`src/rtl/seed_pkg.sv`:
```
// Shared definitions for the SEED core arbiter: block width, core latencies,
// FSM state encoding and the registered job record.
package seed_pkg;

    localparam int SEED_BLK_W   = 128;
    localparam int SEED_ENC_LAT = 19;
    localparam int SEED_DEC_LAT = 35;

    localparam logic [2:0] ST_ARB      = 3'd0;
    localparam logic [2:0] ST_SEND_TXT = 3'd1;
    localparam logic [2:0] ST_SEND_KEY = 3'd2;
    localparam logic [2:0] ST_WAIT     = 3'd3;
    localparam logic [2:0] ST_RESP     = 3'd4;

    typedef struct packed {
        logic [SEED_BLK_W-1:0] text;
        logic [SEED_BLK_W-1:0] key;
        logic                  dec;
    } seed_job_t;

    function automatic int seed_cnt_w(input int limit);
        return (limit < 1) ? 1 : $clog2(limit + 1);
    endfunction

endpackage

```
`src/rtl/seed_rr_pick.sv`:
```
// Combinational round-robin picker: first request at or after the pointer,
// wrapping modulo NUM_REQ; returns a one-hot grant and its index.
module seed_rr_pick
    import seed_pkg::*;
#(
    parameter int NUM_REQ = 2,
    parameter int IDX_W   = 1
) (
    input  logic [NUM_REQ-1:0] i_Req,
    input  logic [IDX_W-1:0]   i_Ptr,
    output logic [NUM_REQ-1:0] o_Gnt,
    output logic [IDX_W-1:0]   o_Idx,
    output logic               o_fAny
);

    always_comb begin
        logic [IDX_W-1:0] w_Cand;
        o_Gnt  = '0;
        o_Idx  = '0;
        o_fAny = 1'b0;
        w_Cand = '0;
        for (int k = 0; k < NUM_REQ; k++) begin
            w_Cand = IDX_W'((int'(i_Ptr) + k) % NUM_REQ);
            if (!o_fAny && i_Req[w_Cand]) begin
                o_fAny        = 1'b1;
                o_Gnt[w_Cand] = 1'b1;
                o_Idx         = w_Cand;
            end
        end
    end

endmodule

```
`src/rtl/seed_arbiter.sv`:
```
// Round-robin sharing of one SEED128 core among NUM_REQ requesters.
// Optional WAIT watchdog enabled by defining SEED_ARB_TIMEOUT_EN.
module seed_arbiter
    import seed_pkg::*;
#(
    parameter int NUM_REQ     = 2,
    parameter int TIMEOUT_CYC = 63
) (
    input  logic                          i_Clk,
    input  logic                          i_Rst,
    input  logic [NUM_REQ-1:0]            i_fReq,
    input  logic [NUM_REQ-1:0]            i_fDec,
    input  logic [NUM_REQ*SEED_BLK_W-1:0] i_Text,
    input  logic [NUM_REQ*SEED_BLK_W-1:0] i_Key,
    output logic [NUM_REQ-1:0]            o_fAck,
    output logic [NUM_REQ-1:0]            o_fValid,
    input  logic [NUM_REQ-1:0]            i_fRdy,
    output logic [SEED_BLK_W-1:0]         o_Text,
    output logic                          o_fErr,
    output logic                          o_fBusy,
    output logic [SEED_BLK_W-1:0]         o_Core_Text,
    output logic                          o_Core_fStart,
    output logic                          o_Core_fDec,
    input  logic [SEED_BLK_W-1:0]         i_Core_Text,
    input  logic                          i_Core_fDone
);

    localparam int IDX_W = (NUM_REQ > 1) ? $clog2(NUM_REQ) : 1;

    logic [2:0]            r_State;
    logic [IDX_W-1:0]      r_Ptr;
    logic [IDX_W-1:0]      r_Owner;
    seed_job_t             r_Job;
    logic [SEED_BLK_W-1:0] r_Result;

    logic [NUM_REQ-1:0]    w_Gnt;
    logic [IDX_W-1:0]      w_GntIdx;
    logic                  w_fAny;
    seed_job_t             w_SelJob;
    logic [IDX_W-1:0]      w_PtrNext;
    logic                  w_fTimeout;

    seed_rr_pick #(
        .NUM_REQ (NUM_REQ),
        .IDX_W   (IDX_W)
    ) u_pick (
        .i_Req  (i_fReq),
        .i_Ptr  (r_Ptr),
        .o_Gnt  (w_Gnt),
        .o_Idx  (w_GntIdx),
        .o_fAny (w_fAny)
    );

    // One-hot grant drives an AND-OR select of the winning requester's job.
    always_comb begin
        w_SelJob = '0;
        for (int n = 0; n < NUM_REQ; n++) begin
            if (w_Gnt[n]) begin
                w_SelJob.text = i_Text[n*SEED_BLK_W +: SEED_BLK_W];
                w_SelJob.key  = i_Key[n*SEED_BLK_W +: SEED_BLK_W];
                w_SelJob.dec  = i_fDec[n];
            end
        end
    end

    assign w_PtrNext = (r_Owner == IDX_W'(NUM_REQ - 1)) ? '0 : r_Owner + 1'b1;

    always_ff @(posedge i_Clk or negedge i_Rst) begin
        if (!i_Rst) begin
            r_State  <= ST_ARB;
            r_Ptr    <= '0;
            r_Owner  <= '0;
            r_Job    <= '0;
            r_Result <= '0;
        end else begin
            case (r_State)
                ST_ARB: begin
                    if (w_fAny) begin
                        r_Owner <= w_GntIdx;
                        r_Job   <= w_SelJob;
                        r_State <= ST_SEND_TXT;
                    end
                end
                ST_SEND_TXT: r_State <= ST_SEND_KEY;
                ST_SEND_KEY: r_State <= ST_WAIT;
                ST_WAIT: begin
                    if (i_Core_fDone) begin
                        r_Result <= i_Core_Text;
                        r_State  <= ST_RESP;
                    end else if (w_fTimeout) begin
                        r_Result <= '0;
                        r_State  <= ST_RESP;
                    end
                end
                ST_RESP: begin
                    if (i_fRdy[r_Owner]) begin
                        r_Ptr   <= w_PtrNext;
                        r_State <= ST_ARB;
                    end
                end
                default: r_State <= ST_ARB;
            endcase
        end
    end

`ifdef SEED_ARB_TIMEOUT_EN
    localparam int CNT_W = seed_cnt_w(TIMEOUT_CYC);

    logic [CNT_W-1:0] r_Cnt;
    logic             r_fErr;

    assign w_fTimeout = (r_State == ST_WAIT) && (r_Cnt == CNT_W'(TIMEOUT_CYC));

    // Counter is zero on the first WAIT cycle, so it equals TIMEOUT_CYC after that many cycles.
    always_ff @(posedge i_Clk or negedge i_Rst) begin
        if (!i_Rst) begin
            r_Cnt  <= '0;
            r_fErr <= 1'b0;
        end else begin
            if (r_State == ST_SEND_KEY) begin
                r_Cnt  <= '0;
                r_fErr <= 1'b0;
            end else if (r_State == ST_WAIT) begin
                if (!w_fTimeout)
                    r_Cnt <= r_Cnt + 1'b1;
                if (w_fTimeout && !i_Core_fDone)
                    r_fErr <= 1'b1;
            end
        end
    end

    assign o_fErr = (r_State == ST_RESP) && r_fErr;
`else
    logic w_unused_timeout;

    assign w_unused_timeout = (TIMEOUT_CYC != 0);
    assign w_fTimeout       = 1'b0;
    assign o_fErr           = 1'b0;
`endif

    // Ack is combinational so it lands in the accept cycle; reset masks it.
    assign o_fAck   = (r_State == ST_ARB && i_Rst) ? w_Gnt : '0;
    assign o_fBusy  = (r_State != ST_ARB);
    assign o_fValid = (r_State == ST_RESP) ? (NUM_REQ'(1) << r_Owner) : '0;
    assign o_Text   = (r_State == ST_RESP) ? r_Result : '0;

    assign o_Core_fStart = (r_State == ST_SEND_TXT);
    assign o_Core_fDec   = (r_State == ST_SEND_TXT || r_State == ST_SEND_KEY) ? r_Job.dec : 1'b0;

    always_comb begin
        o_Core_Text = '0;
        if (r_State == ST_SEND_TXT)
            o_Core_Text = r_Job.text;
        else if (r_State == ST_SEND_KEY)
            o_Core_Text = r_Job.key;
    end

endmodule

```
`config.mk`:
```
export PLATFORM = sky130hd
export DESIGN_NAME = seed_arbiter
export DESIGN_NICKNAME = d
export VERILOG_FILES = /design/src/rtl/seed_pkg.sv /design/src/rtl/seed_rr_pick.sv /design/src/rtl/seed_arbiter.sv
export SDC_FILE = /design/constraint.sdc
export NUM_CORES = 1
export LEC_CHECK = 0
export ABC_AREA = 1
export CAP_MARGIN = 20
export CORE_AREA = 2 2 357 359
export DETAILED_ROUTE_END_ITERATION = 12
export DIE_AREA = 0 0 359 361
export PLACE_DENSITY = 0.4
export SYNTH_ARGS = -nofsm -noshare
export SYNTH_HDL_FRONTEND = slang
export SYNTH_SLANG_ARGS = --single-unit
```
`constraint.sdc`:
```
create_clock -name i_Clk -period 1.3 [get_ports i_Clk]
set_input_delay 0.195 -clock i_Clk [delete_from_list [all_inputs] [get_ports i_Clk]]
set_output_delay 0.195 -clock i_Clk [all_outputs]
set_load 0.01 [all_outputs]
```
# Yosys cells after proc, flatten, opt, wreduce, memory -nomap -nowiden
# Cells that the tools add are included.
[op_classes] n_addsub=2 n_mux=29 n_lt_le_gt_ge=5 n_eq_ne=7 n_shift=1 bitwise=1 reduce_logical=12
[ops] cell="$mux W257" count=2
[ops] cell="$mux W128" count=3
[ops] cell="$pmux W3 S5" count=1
[ops] cell="$mux W1" count=14
[ops] cell="$mux W3" count=3
[ops] cell="$mux W2" count=4
[ops] cell="$eq A3 B2 Y1 const B" count=2
[ops] cell="$lt A1 B2 Y1 const B" count=3
[ops] cell="$reduce_and A2 Y1" count=3
[ops] cell="$logic_and A1 B1 Y1" count=4
[ops] cell="$ne A2 B2 Y1 const B" count=2
[ops] cell="$eq A3 B1 Y1 const B" count=1
[ops] cell="$eq A3 B3 Y1 const B" count=1
[ops] cell="$logic_not A3 Y1" count=1
[ops] cell="$reduce_and A3 Y1" count=1
[ops] cell="$reduce_bool A3 Y1" count=1
[ops] cell="$add A1 B1 Y1 const B" count=2
[ops] cell="$demux W1 S1" count=2
[ops] cell="$ge A1 B1 Y1 const B" count=2
[ops] cell="$ne A2 B1 Y1 const B" count=1
[ops] cell="$or A2 B2 Y2" count=1
[ops] cell="$shl A1 B1 Y2 const A" count=1
[ops] cell="$logic_not A1 Y1" count=1
[ops] cell="$logic_or A1 B1 Y1" count=1
[word_totals] regBits=390 word_cells=64

# Logic depth before layout (Yosys ltp)
# Gate-level depths: netlist of the first run.
[depth] depth_word=9 depth_mapped=10 ltp_nobuf=7

# Modules after synthesis
# From an unflattened synthesis of the first run, not the netlist that was laid out.
[hier_totals] hier_cells=2844 area_unflattened_um2=20414.6
[by_module_without_submodules] module="seed_arbiter" cells_each=2830 n_inst=1 area_per_inst_um2=20359.5
[by_module_without_submodules] module="seed_rr_pick" cells_each=14 n_inst=1 area_per_inst_um2=55.1

# Worst setup path before layout of the first run
# Ideal clock, no wire load.
[synth_timing] kind="reg-to-output" from="register r_State[2]" to="output port o_Core_Text[10]" path_slack_ps=-154 path_stages_with_launch=8 arrival_time_ps=1259 n_path_buf=2 path_cell_list="dfrtp_1 inv_2 nand3_1 inv_1 buf_2 clkbuf_1 nand2_1 nand2_1"
[synth_between] elab_chain_cells=3 elab_cells_between_ends=4
[synth_lines] item="start: declaration" line_no="seed_arbiter.sv:30" rtl="logic [2:0] r_State;"
[synth_lines] item="start signal: assignment" line_no="seed_arbiter.sv:70" rtl="r_State <= ST_ARB;"
[synth_lines] item="start signal: assignment" line_no="seed_arbiter.sv:81" rtl="r_State <= ST_SEND_TXT;"
[synth_lines] item="start signal: assignment" line_no="seed_arbiter.sv:84" rtl="ST_SEND_TXT: r_State <= ST_SEND_KEY;"
[synth_lines] item="$eq A3 B2 Y1" line_no="seed_arbiter.sv:154" rtl="else if (r_State == ST_SEND_KEY)"
[synth_lines] item="$mux W128" line_no="seed_arbiter.sv:154"
[synth_lines] item="$mux W128 *" line_no="seed_arbiter.sv:152" rtl="if (r_State == ST_SEND_TXT)"
[synth_lines] item="end: declaration" line_no="seed_arbiter.sv:21" rtl="output logic [SEED_BLK_W-1:0] o_Core_Text,"
# Every way passes the cells marked *; elsewhere a longest branch is shown, timed or not.

# Worst setup path in the final report of the first run
[layout_timing] from="register r_State[1]" to="output port o_Text[45]"
[layout_between] elab_chain_cells=2
[layout_lines] item="$eq A3 B3 Y1" line_no="seed_arbiter.sv:145" rtl="assign o_Text = (r_State == ST_RESP) ? r_Result : '0;"
[layout_lines] item="$mux W128" line_no="seed_arbiter.sv:145"
[layout_lines] item="end: declaration" line_no="seed_arbiter.sv:18" rtl="output logic [SEED_BLK_W-1:0] o_Text,"
# Every way passes these cells.

==> summary.log, run 1 <==
INFO  run_status     outcome=complete, but fails checks
INFO  run_status     violated_checks=setup timing
INFO  clocking       clock-sinks=390
INFO  setup_path     worst-endpoint-arrival=2.24ns
INFO  floorplanning  std_cell_rows=130
INFO  place          placed_cells_incl_taps=5,695
INFO  timing         fmax=0.4107GHz
INFO  clocking       cts_buffers=53
INFO  drt            post-route-drc-count=0
INFO  setup_path     setup.reg_to_reg.worst_slack=-0.73ns
INFO  floorplanning  initial_utilization=17.37%
INFO  drt            detailroute.via_count=25,537
INFO  floorplanning  die-area=129,600µm²
INFO  clocking       clock-root-buffer=clkbuf_16
INFO  clocking       clk_latency=0.62ns
INFO  power          static-leakage-power=0.01942µW
INFO  timing         period_needed=2.435ns
INFO  power          p_switching=34,550µW
INFO  layout         util_after_layout=30.93%
INFO  synthesis      yosys_warnings=0
INFO  power          total_power=80,070µW
INFO  layout         layout-area-overhead-vs-synth=78.05%
INFO  setup_path     slowest_delay=0.48ns
INFO  timing         max_slew_margin=49.63%
INFO  power          swShare=43.15%
INFO  min_path       min_delay_worst_endpoint=r_Job[200]$_DFFE_PN0P_
INFO  clocking       clock_path_buffers=3
INFO  clocking       clk_pin_slew=0.06ns
INFO  floorplanning  area_of_the_core_region=125,400µm²
INFO  layout         fin_nets=4,856
INFO  drt            number_of_nets_with_antenna_violations_after_detailed_routing=0
INFO  min_path       min_from=i_fReq[0]
INFO  timing         final.period_utilization=187.3%
INFO  power          power_frac_comb=55.4%
INFO  global_routing grt_antenna_before_repair=23
INFO  drt            drt-total-wl=129,700µm
INFO  power          seq_power_share=25.9%
INFO  synthesis      synth.area.top_cells=dfrtp_1 (45%), nand3_1 (21%), nand2_1 (18%), nor2_1 (4.6%), buf_2 (3.9%)
INFO  setup_path     cp.required=1.11ns
INFO  setup_path     crit-reg2reg-launch=r_State[1]$_DFFE_PN0P_
INFO  timing         timing_worst_slew_pin_value=0.7556ns
INFO  synthesis      syn_inst=3,169
INFO  clocking       tritoncts=built
INFO  setup_path     worst_setup_startpoint=r_State[1]$_DFFE_PN0P_
INFO  synthesis      syn-num-nets=3,818
INFO  synthesis      syn-mean-instance-area=6.875µm²
INFO  setup_path     endpoint_kind=primary output
INFO  drt            post_drt_via_cell_ratio=4.331
INFO  global_routing grt_pass1_wl=183,200µm
INFO  timing         grt_setup_unrepaired=yes
INFO  run            drv_cap=0
INFO  global_routing maximum_number_of_pins_on_one_net_before_global_route_repair=91
INFO  setup_path     criticalPathCategory=reg2out
INFO  setup_path     critical_path.reg2reg.endpoint=r_Job[156]$_DFFE_PN0P_
INFO  layout         fraction_of_layout_cells_with_a_size_suffix_above_1=21.44%
INFO  timing         timing_hold_violations_final=0
INFO  synthesis      post-synth-top-area-cell=dfrtp_1
INFO  timing         totalNegativeSetupSlack=-508.90ns
INFO  global_routing first_global_vias=25,784
INFO  floorplanning  die_h=361µm
INFO  setup_path     critical-path-top-delay-family=buffers and inverters
INFO  setup_path     reg2regPathDepth=10
INFO  min_path       timing.hold.worst_path_depth=6
INFO  setup_path     setup.worst_path.start_class=flop
INFO  setup_path     worst_path_bufs_invs=8
INFO  setup_path     worst_path_cell_chain=inv_4 > nand2_4 > nor2_4 > buf_12 > inv_16 > buf_12 > buf_16 > buf_4 > buf_8 > nor2_4 > buf_6
INFO  global_routing overall_global_routing_resource_usage=19.13%
INFO  power          irDropWorstVdd=0.001108V
INFO  floorplanning  die_w=359µm
INFO  min_path       min_path_type=in2reg
INFO  drt            drtIter0Drc=1,664
INFO  global_routing global_route.overflow_total=0
INFO  timing         finalSetupViolations=653
INFO  synthesis      ys_types=18
INFO  synthesis      synth.ff_latch_count=390
INFO  timing         finalWorstSetupSlack=-1.135ns
INFO  power          power.clock.fraction=18.7%
INFO  drt            detail_route.wl_per_cell=22.00µm
INFO  place          io_buffer_count=911
INFO  synthesis      synth-seq-area-share=44.79%
INFO  power          power_density=2064nW/µm²
INFO  floorplanning  num_io_pins=913
INFO  timing         timing.final.max_slew_violations=0
INFO  power          internal-power=45,520µW
INFO  place          place.detailed.hpwl=94,680µm
INFO  timing         fin_worst_skew=0.02170ns
INFO  clocking       cts-htree-levels=2
INFO  drt            number_of_detailed_routing_iterations_run_before_antenna_repair=6
INFO  synthesis      synthesis.area=21,790µm²
INFO  layout         final-instance-count-excl-fill=5,897
INFO  setup_path     critical_path.slowest_cell=dfrtp_4
INFO  layout         n_fill_cell=13,620
INFO  place          globalplace.congestion=0.8298
INFO  setup_path     worst-path-max-fanout=6
INFO  synthesis      synth_top_area_share=44.79%
==> flip-flops by register name (all words and copies together), names as in the netlist <==
register  flops
r_Ptr         1
r_State       3
r_Owner       1
r_Result    128
r_Job       257
==> area by class of cell <==
cell class	instances	area, µm²	area share, %
well taps	1650	2064	5.322
inverters	141	560.5	1.445
clock inverters	15	196.4	0.5064
repair buffers	1265	13310	34.30
flip-flops and latches	390	9764	25.17
repair inverters	1	6.256	0.01613
diodes	3	7.507	0.01935
clock buffers	77	1529	3.941
multi-input cells	2355	11360	29.28
==> synth_stat cells (all sizes together) <==
cell type	count
conb	1
a21oi	128
a21boi	1
buf	206
nand2	1055
nand3	902
nor2	266
dfrtp	390
clkbuf	77
o21ai	2
inv	141
==> routing by layer <==
| layer | share of wire [%] | wire, µm | GRT usage [%] |
|---|---|---|---|
| met5 | 0.14 | 177 | 0 |
| met4 | 3.3 | 4297 | 6.271 |
| met3 | 6.2 | 7999 | 4.895 |
| met2 | 48 | 62230 | 32.41 |
| met1 | 42 | 55040 | 23.59 |
==> tightest hold or removal path: stages <==
cell and delay [ns]:
buf_8 0.12, buf_4 0.15, nand3_1 0.07, nand2_1 0.05, nand3_1 0.06, nand2_1 0.04
==> cell usage in the layout (no fill, tap or decap), drive strengths merged <==
cell type      synthesis  final
a21boi                 1      1
a21oi                128    128
buf                  206    570
bufinv                 0      4
clkbuf                77    111
clkdlybuf4s15          0     12
clkdlybuf4s50          0    645
clkinv                 0      8
clkinvlp               0      1
conb                   1      1
dfrtp                390    390
diode                  0      3
dlygate4sd3            0      1
dlymetal6s2s           0      3
inv                  141    144
nand2               1055   1055
nand3                902    902
nor2                 266    266
o21ai                  2      2
==> kinds of logic after synthesis <==
| group | Yosys count | synth area share (%) |
|---|---|---|
| and+or+nand+nor | 2223 | 43.59 |
| buffers and inverters | 424 | 8.579 |
| DFF | 390 | 44.79 |
| AOI/OAI and AO/OA | 131 | 3.021 |
| other | 1 | 0.01721 |
==> what timing repair did <==
action	4_1_cts	5_1_grt
pin swaps	32	72
resized for setup	829	630
hold endpoints to repair	305	0
endpoints found under the setup margin	653	653
cloned	20	14
buffers inserted	51	31
hold buffers	1	0
==> worst max-delay path by stage <==
stage	end	depth (start not counted)	slack [ns]
5_1_grt	o_Core_Text[12]	10	-1.26
2_1_floorplan	o_Text[57]	7	-0.09
4_1_cts	o_Core_Text[84]	8	-1.50
3_5_place_dp	o_fValid[0]	7	-0.96
6_report	o_Text[45]	11	-1.14
3_3_place_gp	o_fValid[0]	7	-0.96
==> per-stage QoR <==
stage	setup slack (ns)	cell area, µm²	hold slack [ns]
4_1_cts	-1.498	37820	0.05800
6_report	-1.135	38790	0.1178
2_1_floorplan	-0.09085	22300	-0.1006
5_1_grt	-1.263	38790	0.1037
3_3_place_gp	-0.9568	34650	0.3885
3_5_place_dp	-0.9603	34650	0.3867
==> power groups by stage <==
stage	logic (µW)	registers (µW)	clock network, µW
2_1_floorplan	18900	19100	0
3_3_place_gp	37100	20800	0
3_5_place_dp	37300	20600	0
4_1_cts	42200	20600	15600
5_1_grt	48200	21200	16000
6_report	44300	20700	15000
Note: power is estimated with default switching activity, not from simulation.
==> inputs of run 2 (changes only) <==
--- a/config.mk
+++ b/config.mk
@@ -8,9 +8,9 @@
 export ABC_AREA = 1
 export CAP_MARGIN = 20
 export CORE_AREA = 2 2 357 359
+export CTS_CLUSTER_SIZE = 30
 export DETAILED_ROUTE_END_ITERATION = 12
 export DIE_AREA = 0 0 359 361
-export PLACE_DENSITY = 0.4
 export SYNTH_ARGS = -nofsm -noshare
 export SYNTH_HDL_FRONTEND = slang
 export SYNTH_SLANG_ARGS = --single-unit
==> summary.log, run 2 (same netlist as run 1, synthesis figures left out) <==
INFO  setup_path     setup.worst_path.start_class=flop
INFO  floorplanning  std_cell_rows=130 [unchanged]
INFO  place          place.detailed.hpwl=101,100µm [+6.8%]
INFO  drt            detailroute.via_count=26,584 [+4.1%]
INFO  timing         finalWorstSetupSlack=-1.111ns [+0.02422 ns]
INFO  drt            number_of_nets_with_antenna_violations_after_detailed_routing=0 [unchanged]
INFO  clocking       tritoncts=built
INFO  floorplanning  num_io_pins=913 [unchanged]
INFO  timing         fin_hold_ws=0.02683ns [-0.09101 ns]
INFO  place          globalplace.congestion=0.9374 [+13%]
INFO  layout         util_after_layout=31.98% [+1.0 points]
INFO  clocking       clk_latency=0.62ns [about the same]
INFO  power          power_density=2133nW/µm² [+3.3%]
INFO  setup_path     worst-path-max-fanout=13 [+7]
INFO  timing         max_slew_margin=59.70% [+10 points]
INFO  timing         timing_worst_slew_pin_value=0.6045ns [-0.1512 ns]
INFO  power          irDropWorstVdd=0.0009550V [-14%]
INFO  layout         largest_register=r_Job
INFO  setup_path     worst-endpoint-arrival=2.22ns [-0.02 ns]
INFO  setup_path     worst_setup_startpoint=r_State[1]$_DFFE_PN0P_
INFO  clocking       cts_hold_buf=1 [unchanged]
INFO  global_routing maximum_number_of_pins_on_one_net_before_global_route_repair=97 [+6.6%]
INFO  global_routing global_route.overflow_total=0 [unchanged]
INFO  global_routing grt_pass1_wl=182,600µm [-0.34%]
INFO  global_routing overall_global_routing_resource_usage=19.16% [+0.028 points]
INFO  layout         layout-area-overhead-vs-synth=84.08%
INFO  floorplanning  initial_utilization=17.37% [unchanged]
INFO  floorplanning  area_of_the_core_region=125,400µm² [unchanged]
INFO  place          io_buffer_count=911 [unchanged]
INFO  layout         layout_common_cells=nand2_1 (881), nand3_1 (820), clkdlybuf4s50_1 (645)
INFO  drt            number_of_detailed_routing_iterations_run_before_antenna_repair=6 [unchanged]
INFO  timing         finalSetupViolations=652 [-0.15%]
INFO  min_path       min_path_type=in2reg
INFO  run            drv_cap=0 [unchanged]
INFO  clocking       cts_buffers=49 [-7.5%]
INFO  timing         grt_setup_unrepaired=yes
INFO  timing         final.period_utilization=185.5% [-1.9 points]
INFO  drt            post-route-drc-count=0 [unchanged]
INFO  layout         commonest_non_fill_non_tap_cell_in_the_layout=nand2_1
INFO  timing         timing_hold_violations_final=0 [unchanged]
INFO  power          static-leakage-power=0.01978µW [+1.8%]
INFO  setup_path     crit-reg2reg-launch=r_State[1]$_DFFE_PN0P_
INFO  clocking       cts-htree-levels=2 [unchanged]
INFO  clocking       clock-sinks=390 [unchanged]
INFO  floorplanning  die_h=361µm [unchanged]
INFO  floorplanning  die_w=359µm [unchanged]
INFO  setup_path     endpoint_kind=primary output
INFO  min_path       min_from=i_fReq[0]
INFO  drt            drtIter0Drc=2,357 [+42%]
INFO  layout         fraction_of_layout_cells_with_a_size_suffix_above_1=25.03% [+3.6 points]
INFO  layout         fin_nets=4,866 [+0.21%]
INFO  layout         reg_top3=r_Job: 257 flops, r_Result: 128 flops, r_State: 3 flops
INFO  layout         max_ffs_per_register=257 [unchanged]
INFO  drt            drt-total-wl=138,100µm [+6.4%]
INFO  clocking       clk_pin_slew=0.06ns [about the same]
INFO  run_status     violated_checks=setup timing
INFO  setup_path     setup.reg_to_reg.worst_slack=-0.72ns [about the same]
INFO  drt            post_drt_via_cell_ratio=4.504 [+4.0%]
INFO  run_status     outcome=complete, but fails checks
INFO  clocking       clock_path_buffers=3 [unchanged]
INFO  timing         period_needed=2.411ns [-0.02422 ns]
INFO  timing         timing.final.max_slew_violations=0 [unchanged]
INFO  timing         fin_worst_skew=0.01955ns [-0.002152 ns]
INFO  place          pre_cts_ws=-0.8675ns [+0.09276 ns]
INFO  setup_path     criticalPathCategory=reg2out
INFO  drt            detail_route.wl_per_cell=23.40µm [+6.4%]
INFO  global_routing first_global_vias=25,567 [-0.84%]
INFO  floorplanning  die-area=129,600µm² [unchanged]
INFO  clocking       clock-root-buffer=clkbuf_16
INFO  timing         fmax=0.4148GHz [+1.0%]
INFO  setup_path     cp.required=1.11ns [about the same]
INFO  global_routing grt_antenna_before_repair=26 [+13%]
run 2: cell types whose count changed in the layout (fill, tap and decap cells not counted), moves of 28 or more:
cell	before	now
buf_2	64	92
nand2_2	41	112
nand2_4	16	61
nand3_4	9	54
nand3_1	867	820
nand2_1	996	881
buf_4	228	188
run 2: final cells by class:
| cell class | count | area, µm² |
|---|---|---|
| Antenna cell | 5 | 12.51 |
| Clock buffer | 67 | 1385 |
| Clock inverter | 14 | 203.9 |
| Fill cell | 13246 | 85300 |
| Inverter | 141 | 551.8 |
| Multi-Input combinational cell | 2357 | 12310 |
| Sequential cell | 390 | 9766 |
| Tap cell | 1650 | 2064 |
| Timing Repair Buffer | 1277 | 13780 |
| Timing Repair inverter | 1 | 30.03 |
run 2: power by group:
group | internal (µW) | total, µW | switching, µW
Clock | 8190 | 14000 | 5780
Sequential | 17300 | 21300 | 3910
Combinational | 22200 | 50300 | 28100
run 2: path summary, 6_finish.rpt:
path,endpoint,cells after the start
max in group asynchronous,r_Job[116]$_DFFE_PN0P_,4
min,r_Owner$_DFFE_PN0P_,4
min in group asynchronous,r_Result[15]$_DFFE_PN0P_,3
max,o_Text[92],8
min reg2reg,r_Job[182]$_DFFE_PN0P_,2
max reg2reg,r_Job[35]$_DFFE_PN0P_,11
run 2: metrics by stage:
| stage | total power, µW | area [µm²] | setup TNS, ns | std cells |
|---|---|---|---|---|
| after CTS | 75420 | 36900 | -432.50 | 5797 |
| after global routing | 90340 | 40100 | -527.67 | 5900 |
| after detailed placement | 57890 | 34510 | -330.41 | 5676 |
| after floorplan | 38040 | 22300 | -6.580 | 3169 |
| after global placement | 57480 | 34510 | -323.30 | 5676 |
| final | 85540 | 40110 | -470.31 | 5902 |
run 2: per-layer routing:
layer  vias up  wire length, µm  track usage, %
met2      1199            68610           33.37
met1     12837            55160           23.39
met4         6             4857           6.064
met3       202             9463           4.253
met5         -               25               0
li1      12340                -               -
run 2: timing repair:
item / in CTS / in global routing
endpoints found under the hold margin: 303 / 1
buffers inserted: 35 / 71
gates cloned: 6 / 34
pin swaps: 17 / 96
endpoints found under the setup margin: 653 / 652
gates resized for setup: 765 / 742
run 2: critical path: stages (launching register included):
cell,delay (ns)
dfrtp_4,0.50
inv_4,0.08
nand2_4,0.05
nor2_4,0.21
inv_8,0.10
buf_16,0.16
buf_12,0.15
nor2_1,0.16
buf_4,0.16
